===== src/rtl/collect_2x1_rr_seq.sv =====
// Two-branch collector: each branch buffers words in its own FIFO, and the
// output merges the two streams with round-robin arbitration and a held selection.
module collect_2x1_rr_seq #(
    parameter int DATA_WIDTH = 32,
    parameter int FIFO_DEPTH = 4
) (
    input  logic                    clk,
    input  logic                    rst,
    input  logic [1:0]              i_valid,
    input  logic [2*DATA_WIDTH-1:0] i_data_bus,
    input  logic                    i_en,
    input  logic                    i_ready,
    output logic                    o_valid,
    output logic [DATA_WIDTH-1:0]   o_data_bus,
    output logic                    o_src,
    output logic [1:0]              o_full,
    output logic [1:0]              o_overflow
);

    localparam int AW = $clog2(FIFO_DEPTH);
    localparam int CW = AW + 1;

    logic [1:0]                 nonempty;
    logic [1:0]                 pop_br;
    logic [1:0][DATA_WIDTH-1:0] head;
    logic                       sel;
    logic                       pop;
    logic                       rr_q, rr_d;
    logic                       lock_q, lock_d;
    logic                       lock_src_q, lock_src_d;

    for (genvar g = 0; g < 2; g++) begin : g_br
        logic [CW-1:0]         cnt_q, cnt_d;
        logic [AW-1:0]         wr_q, wr_d;
        logic [AW-1:0]         rd_q, rd_d;
        logic                  ovf_q, ovf_d;
        logic [DATA_WIDTH-1:0] mem_q [FIFO_DEPTH];
        logic                  full;
        logic                  push_req;
        logic                  push;

        assign full     = (cnt_q == CW'(FIFO_DEPTH));
        assign push_req = i_en & i_valid[g];
        // A full FIFO still accepts a push when it is being popped this cycle.
        assign push     = push_req & (~full | pop_br[g]);

        always_comb begin
            cnt_d = cnt_q;
            wr_d  = wr_q;
            rd_d  = rd_q;
            ovf_d = ovf_q | (push_req & full & ~pop_br[g]);
            if (push) wr_d = wr_q + AW'(1);
            if (pop_br[g]) rd_d = rd_q + AW'(1);
            case ({push, pop_br[g]})
                2'b10:   cnt_d = cnt_q + CW'(1);
                2'b01:   cnt_d = cnt_q - CW'(1);
                default: cnt_d = cnt_q;
            endcase
        end

        always_ff @(posedge clk or negedge rst) begin
            if (!rst) begin
                cnt_q <= '0;
                wr_q  <= '0;
                rd_q  <= '0;
                ovf_q <= 1'b0;
            end else begin
                cnt_q <= cnt_d;
                wr_q  <= wr_d;
                rd_q  <= rd_d;
                ovf_q <= ovf_d;
            end
        end

        always_ff @(posedge clk) begin
            if (push) mem_q[wr_q] <= i_data_bus[g*DATA_WIDTH +: DATA_WIDTH];
        end

        assign nonempty[g]   = (cnt_q != '0);
        assign head[g]       = mem_q[rd_q];
        assign pop_br[g]     = pop & (sel == 1'(g));
        assign o_full[g]     = full;
        assign o_overflow[g] = ovf_q;
    end

    // A stalled word keeps its source until it is taken, regardless of rr.
    always_comb begin
        sel = 1'b0;
        if (lock_q)
            sel = lock_src_q;
        else if (nonempty == 2'b11)
            sel = rr_q;
        else
            sel = nonempty[1];
    end

    assign o_valid    = |nonempty;
    assign pop        = o_valid & i_ready;
    assign o_data_bus = o_valid ? head[sel] : '0;
    assign o_src      = o_valid & sel;

    always_comb begin
        rr_d       = pop ? ~sel : rr_q;
        lock_d     = o_valid & ~i_ready;
        lock_src_d = sel;
    end

    always_ff @(posedge clk or negedge rst) begin
        if (!rst) begin
            rr_q       <= 1'b0;
            lock_q     <= 1'b0;
            lock_src_q <= 1'b0;
        end else begin
            rr_q       <= rr_d;
            lock_q     <= lock_d;
            lock_src_q <= lock_src_d;
        end
    end

endmodule


===== config.mk =====
export PLATFORM = sky130hd
export DESIGN_NAME = collect_2x1_rr_seq
export DESIGN_NICKNAME = d
export VERILOG_FILES = /design/src/rtl/collect_2x1_rr_seq.sv
export SDC_FILE = /design/constraint.sdc
export NUM_CORES = 1
export LEC_CHECK = 0
export BUFFER_PORTS_ARGS = -buffer_cell sky130_fd_sc_hd__buf_4
export CORE_MARGIN = 8
export CORE_UTILIZATION = 59
export CTS_CLUSTER_SIZE = 8
export DETAILED_ROUTE_END_ITERATION = 10
export MAX_ROUTING_LAYER = met4
export PLACE_DENSITY = 0.8
export REMOVE_ABC_BUFFERS = 1
export SYNTH_ARGS = -nofsm -noshare
export SYNTH_HDL_FRONTEND = slang
export SYNTH_SLANG_ARGS = --single-unit

===== constraint.sdc =====
create_clock -name clk -period 3.1 [get_ports clk]
set_input_delay 0.31 -clock clk [delete_from_list [all_inputs] [get_ports clk]]
set_output_delay 0.31 -clock clk [all_outputs]
set_load 0.05 [all_outputs]

## Yosys cells after proc, flatten, opt, wreduce, memory -nomap -nowiden

Memory sizes are Yosys's and may differ from the RTL's.
Index checks and enable logic that the tools add are counted.

- Logic and storage cells: 68
- Register bits after elaboration: 19
- Output and inout port bits: 38
- Memories kept: 2
- Bits in writable memories: 256
- Input port bits: 70

- Mux-type cells: 11
- $add $sub $neg: 8
- Bitwise gates (word level): 23
- $lt $le $gt $ge: 1
- Reductions and logical operators: 5
- Eq/ne operators: 7

Memory list:

| memory | depth | bits a word | rd ports | clocked after Yosys merged registers in | wr ports | RTL line | text |
|---|---|---|---|---|---|---|---|
| g_br[0].mem_q | 4 | 32 | 1 | 0 | 1 | 37 | `logic [DATA_WIDTH-1:0] mem_q [FIFO_DEPTH];` |
| g_br[1].mem_q | 4 | 32 | 1 | 0 | 1 | 37 |  |

Operators by type and width:

| operator | count |
|---|---|
| $mux 32 | 3 |
| $and 1x1->1 | 13 |
| $pmux 3 s2 | 2 |
| $add 2x1->2 const B | 4 |
| $add 3x1->3 const B | 2 |
| $eq 2x2->1 const B | 3 |
| $eq 3x3->1 const B | 2 |
| $mux 1 | 6 |
| $not 1->1 | 6 |
| $reduce_bool 3->1 | 2 |
| $sub 3x1->3 const B | 2 |
| $eq 2x1->1 const B | 2 |
| $or 1x1->1 | 4 |
| $reduce_bool 2->1 | 2 |
| $lt 1x2->1 const B | 1 |
| $reduce_or 2->1 | 1 |

## Longest topological paths before layout

- Word-level depth: 10
- Depth in mapped cells: 10
- Depth with buffers taken out: 9

## Least setup slack after synthesis

Ideal clock, no wire load.

- Path kind: reg2reg
- Start: register g_br[0].cnt_q[0]
- End: memory g_br[1].mem_q[0][0] (enable)
- Clock period less this slack: 2721 ps
- Path slack: 379 ps
- Arrival time: 2329 ps
- Cell stages (with the launch flop): 8
- Setup time: 392 ps
- Buffers on the path: 1
- Data required time: 2708 ps
- Cells stage by stage: dfrtp_1 -> nor3_1 -> and2_1 -> buf_4 -> inv_2 -> nand3_2 -> a21oi_4 -> and2_1

- Elaborated cells on any way between the ends: 11
- Those cells by class: eq/ne: 1; mux: 4; bitwise: 4; reduce/logical: 2

RTL lines:

| item | RTL line | text |
|---|---|---|
| start: declaration | 33 | `logic [CW-1:0] cnt_q, cnt_d;` |
| start signal: assignment | 68 | `cnt_q <= cnt_d;` |
| $reduce_bool 3->1 | 79 | `assign nonempty[g] = (cnt_q != '0);` |
| $reduce_or 2->1 | 97 | `assign o_valid = \|nonempty;` |
| net o_valid | 13 | `output logic o_valid,` |
| $and 1x1->1 | 98 | `assign pop = o_valid & i_ready;` |
| $and 1x1->1 | 81 | `assign pop_br[g] = pop & (sel == 1'(g));` |
| $or 1x1->1 | 45 | `assign push = push_req & (~full \| pop_br[g]);` |
| $and 1x1->1 | 45 |  |
| $mux 1 | 76 | `if (push) mem_q[wr_q] <= i_data_bus[g*DATA_WIDTH +: DATA_WIDTH];` |
| $mux 1 (implied by the code) | 76 |  |
| end: declaration | 37 |  |

The timed path passes the listed nets, and every way through them passes these cells.

## Worst setup path after layout

- Start: register g_br[1].cnt_q[1]
- End: output port o_data_bus[21]

- Word-level cells in the longest chain between the ends: 7
- Elaborated cells on any way between the ends: 8
- Those cells by class: eq/ne: 1; mux: 5; reduce/logical: 2

Ends and longest elaborated chain:

| item | RTL line | text |
|---|---|---|
| start: declaration | 33 |  |
| start signal: assignment | 68 |  |
| $reduce_bool 3->1 (*) | 79 |  |
| $eq 2x2->1 | 91 | `else if (nonempty == 2'b11)` |
| $mux 1 | 91 |  |
| $mux 1 | 89 | `if (lock_q)` |
| $mux 32 (implied by the code) (2 in series) | 99 | `assign o_data_bus = o_valid ? head[sel] : '0;` |
| $mux 32 (*) | 99 |  |
| end: declaration | 14 | `output logic [DATA_WIDTH-1:0] o_data_bus,` |

Every way passes the cells marked *; elsewhere a longest branch is shown, timed or not. The select of a mux whose other input is x is not followed.

==> results.sh <==
export IMPL_postRouteAntennaNets=0
export IMPL_postLayoutSetupSlackWorst_ns=0.213
export IMPL_drtIter0Drc=531
export IMPL_ys_warnings_count=0
export IMPL_timing_critical_path_slowest_cell_delay_ns=0.56
export IMPL_die_w_um=151
export IMPL_fp_row_count=49
export IMPL_post_drt_via_cell_ratio=6.10
export IMPL_worstPathCellList="or4_4 > o311ai_4 > buf_4 > nand2_1 > a21oi_1 > buf_4"
export IMPL_postSynthCellCount=547
export IMPL_cts_sinks=275
export IMPL_crit_path_end_kind="primary output"
export IMPL_synth_main_ff_cell="sky130_fd_sc_hd__edfxtp_1"
export IMPL_overflow=0
export IMPL_net_switching_power_mw=5.12
export IMPL_place_gp_congestion=0.855
export IMPL_critical_path_startpoint_type="flop"
export IMPL_critical_path_fanout_max=18
export IMPL_synth_edf_count=256
export IMPL_cap_violations=0
export IMPL_setup_viol=0
export IMPL_nFillCells=1043
export IMPL_ys_seq_area_share_pct=75.5
export IMPL_final_hold_violating_endpoints=0
export IMPL_cts_root_buffer_cell="sky130_fd_sc_hd__clkbuf_16"
export IMPL_finalWorstPathRequiredPeriod_ns=2.89
export IMPL_clk_pin_slew_ns=0.05
export IMPL_numCtsBuffers=40
export IMPL_worst_ep_arrival_time_ns=2.58
export IMPL_syn_area_sq_um=10800
export IMPL_cellInternalPower_mw=8.88
export IMPL_remaining_drc_errors=0
export IMPL_status="completed"
export IMPL_syn_area_per_cell_sq_um=19.8
export IMPL_starting_density_of_the_core_pct=60.2
export IMPL_drt_first_pass_iters=5
export IMPL_post_route_cells_drive_above_1_share_pct=35.9
export IMPL_clk_latency_worst_skew_pair_ns=0.51
export IMPL_via_count=5818
export IMPL_flow_area_growth_from_synthesis_pct=23.9
export IMPL_number_of_antenna_cells_inserted=0
export IMPL_portBuffers=107
export IMPL_period_share_pct=93.1
export IMPL_antenna_found_initial=0
export IMPL_drt_total_wl_um=24500
export IMPL_number_of_primary_i_o_pins=108
export IMPL_clock_tree_from_tritoncts="yes"
export IMPL_design_die_area_sq_um=22900
export IMPL_power_density_nw_per_um2=1050
export IMPL_timing_critical_path_mode_cell="sky130_fd_sc_hd__buf_4"
export IMPL_pwr_share_seq_pct=35.6
export IMPL_mostFrequentLayoutCell="sky130_fd_sc_hd__edfxtp_1"
export IMPL_grt_max_degree=35
export IMPL_via_count_of_the_first_global_routing_pass=6548
export IMPL_switching_share_pct=36.6
export IMPL_synth_async_reset_ratio_pct=6.91
export IMPL_slew_limit_headroom_pct=40.2
export IMPL_core_sq_um=18000
export IMPL_worstHoldPathType="input pin to flop"
export IMPL_cts_max_path_buffers=3
export IMPL_worst_path_max_delay_cell="sky130_fd_sc_hd__or4_4"
export IMPL_grt_total_usage_pct=23.0
export IMPL_layout_common_cells="256 x sky130_fd_sc_hd__edfxtp_1, 118 x sky130_fd_sc_hd__buf_4, 68 x sky130_fd_sc_hd__nand2_1"
export IMPL_chipHeight_um=151
export IMPL_final_net_count=797
export IMPL_preCtsSetupSlack_ns=0.562
export IMPL_cts_max_level=2
export IMPL_grt_pass1_wl_um=37700
export IMPL_whs_ns=0.0135
export IMPL_synth_lib_cells_used_distinct=40
export IMPL_final_setup_skew_ns=0.0147
export IMPL_worst_pin_slew_ns=0.897
export IMPL_postSynthRegisterBits=275
export IMPL_wl_per_cell_um=25.7
export IMPL_clock_fmax_mhz=346
export IMPL_dp_hpwl_um=14000
export IMPL_grt_setup_unrepaired="no"
export IMPL_cell_count_post_placement=870
export IMPL_ir_worst_vdd_v=0.00103
export IMPL_crit_required_ns=2.79
export IMPL_p_leak_nw=4.73
export IMPL_critical_path_class="flop to primary output"
export IMPL_drv_slew=0
export IMPL_post_layout_nonfiller_instances=953
export IMPL_pwr_share_comb_pct=38.0
export IMPL_power_frac_clock_pct=26.4
## logic make-up after synthesis
family	synth area share [%]
compound gates	2.89
xor+xnor	0.648
fa+ha+maj	1.30
buf+inv	1.70
flops	75.5
mux	14.0
simple gates	4.04
## per-stage QoR
| stage | util [%] | power, mW | setup TNS [ns] | instance area (sq um) |
|---|---|---|---|---|
| after global routing | 74.6 | 14.6 | 0 | 13400 |
| after CTS | 74.5 | 14.1 | 0 | 13400 |
| after detailed placement | 66.8 | 10.3 | 0 | 12000 |
| after floorplan | - | 8.58 | -37.04 | 10700 |
| final | 74.6 | 14.0 | 0 | 13400 |
| after global placement | 66.8 | 10.2 | 0 | 12000 |
## power groups by stage
stage / Clock, mW / Combinational [mW] / Sequential, mW
after CTS: 3.74 / 5.37 / 4.99
after detailed placement: 0 / 5.28 / 5.03
after global placement: 0 / 5.22 / 4.99
after global routing: 3.90 / 5.65 / 5.03
after floorplan: 0 / 3.47 / 5.11
final: 3.70 / 5.32 / 4.98
## cell usage after synthesis (2+ instances only)
cell	count	share of area, %
sky130_fd_sc_hd__a211oi_1	2	0.14
sky130_fd_sc_hd__a21oi_1	36	1.7
sky130_fd_sc_hd__a31o_2	2	0.16
sky130_fd_sc_hd__and2_1	9	0.52
sky130_fd_sc_hd__buf_2	12	0.56
sky130_fd_sc_hd__buf_4	5	0.35
sky130_fd_sc_hd__clkbuf_1	14	0.49
sky130_fd_sc_hd__dfrtp_1	19	4.4
sky130_fd_sc_hd__edfxtp_1	256	71
sky130_fd_sc_hd__fa_1	2	0.37
sky130_fd_sc_hd__ha_1	8	0.93
sky130_fd_sc_hd__inv_1	7	0.24
sky130_fd_sc_hd__inv_2	2	0.069
sky130_fd_sc_hd__mux2_1	2	0.21
sky130_fd_sc_hd__mux2i_1	2	0.19
sky130_fd_sc_hd__mux4_2	64	13
sky130_fd_sc_hd__nand2_1	68	2.4
sky130_fd_sc_hd__nor2_1	7	0.24
sky130_fd_sc_hd__nor3_1	2	0.093
sky130_fd_sc_hd__xnor2_1	8	0.65
## registers in the layout (all words and copies together), names as in the netlist
signal and flops:
g_br.mem_q 256, lock_src_q 1, rr_q 1, g_br.rd_q 4, g_br.ovf_q 2, g_br.wr_q 4
g_br.cnt_q 6, lock_q 1
## timing repair
item,CTS,global route
hold buffers,33,1
gates resized for setup,0,1
hold endpoints to repair,123,2
setup endpoints to repair,0,3
buffers inserted,0,0
## final cells by class
cell class / count / area [sq um] / share of cell area, %
sequential: 275 / 8170 / 61.0
multi-input combinational: 232 / 2490 / 18.6
timing repair buffer: 159 / 1370 / 10.2
clock buffer: 46 / 1020 / 7.64
tap: 229 / 287 / 2.14
inverter: 9 / 33.8 / 0.252
clock inverter: 3 / 32.5 / 0.243
## final timing paths
path,start,cells after the start,slack [ns],end
hold / removal,i_data_bus[14],1,0.01,g_br[0].mem_q[3][14]$_DFFE_PP_
setup / recovery,g_br[1].cnt_q[1]$_DFFE_PN0P_,6,0.21,o_data_bus[21]
max in group asynchronous,rst,2,2.63,g_br[0].rd_q[1]$_DFFE_PN0P_
min in group asynchronous,rst,2,0.24,g_br[0].ovf_q$_DFF_PN0_
hold reg to reg,g_br[1].ovf_q$_DFF_PN0_,1,0.47,g_br[1].ovf_q$_DFF_PN0_
setup reg to reg,g_br[1].cnt_q[1]$_DFFE_PN0P_,9,0.65,g_br[1].cnt_q[2]$_DFFE_PN0P_
## worst max-delay path: cells and delay by family, from the launching register on
kind | cells | cell delay (ns)
DFF | 1 | 0.40
AOI/OAI and AO/OA | 2 | 0.40
buffers and inverters | 2 | 0.59
and+or+nand+nor | 2 | 0.67
## per-layer routing
| layer | GRT usage (%) | part of all wire [%] |
|---|---|---|
| met1 | 28.6 | 39 |
| met2 | 37.7 | 50 |
| met3 | 4.36 | 7.3 |
| met4 | 7.97 | 2.8 |
| met5 | - | 0 |
Power figures use the tool's default switching activity.
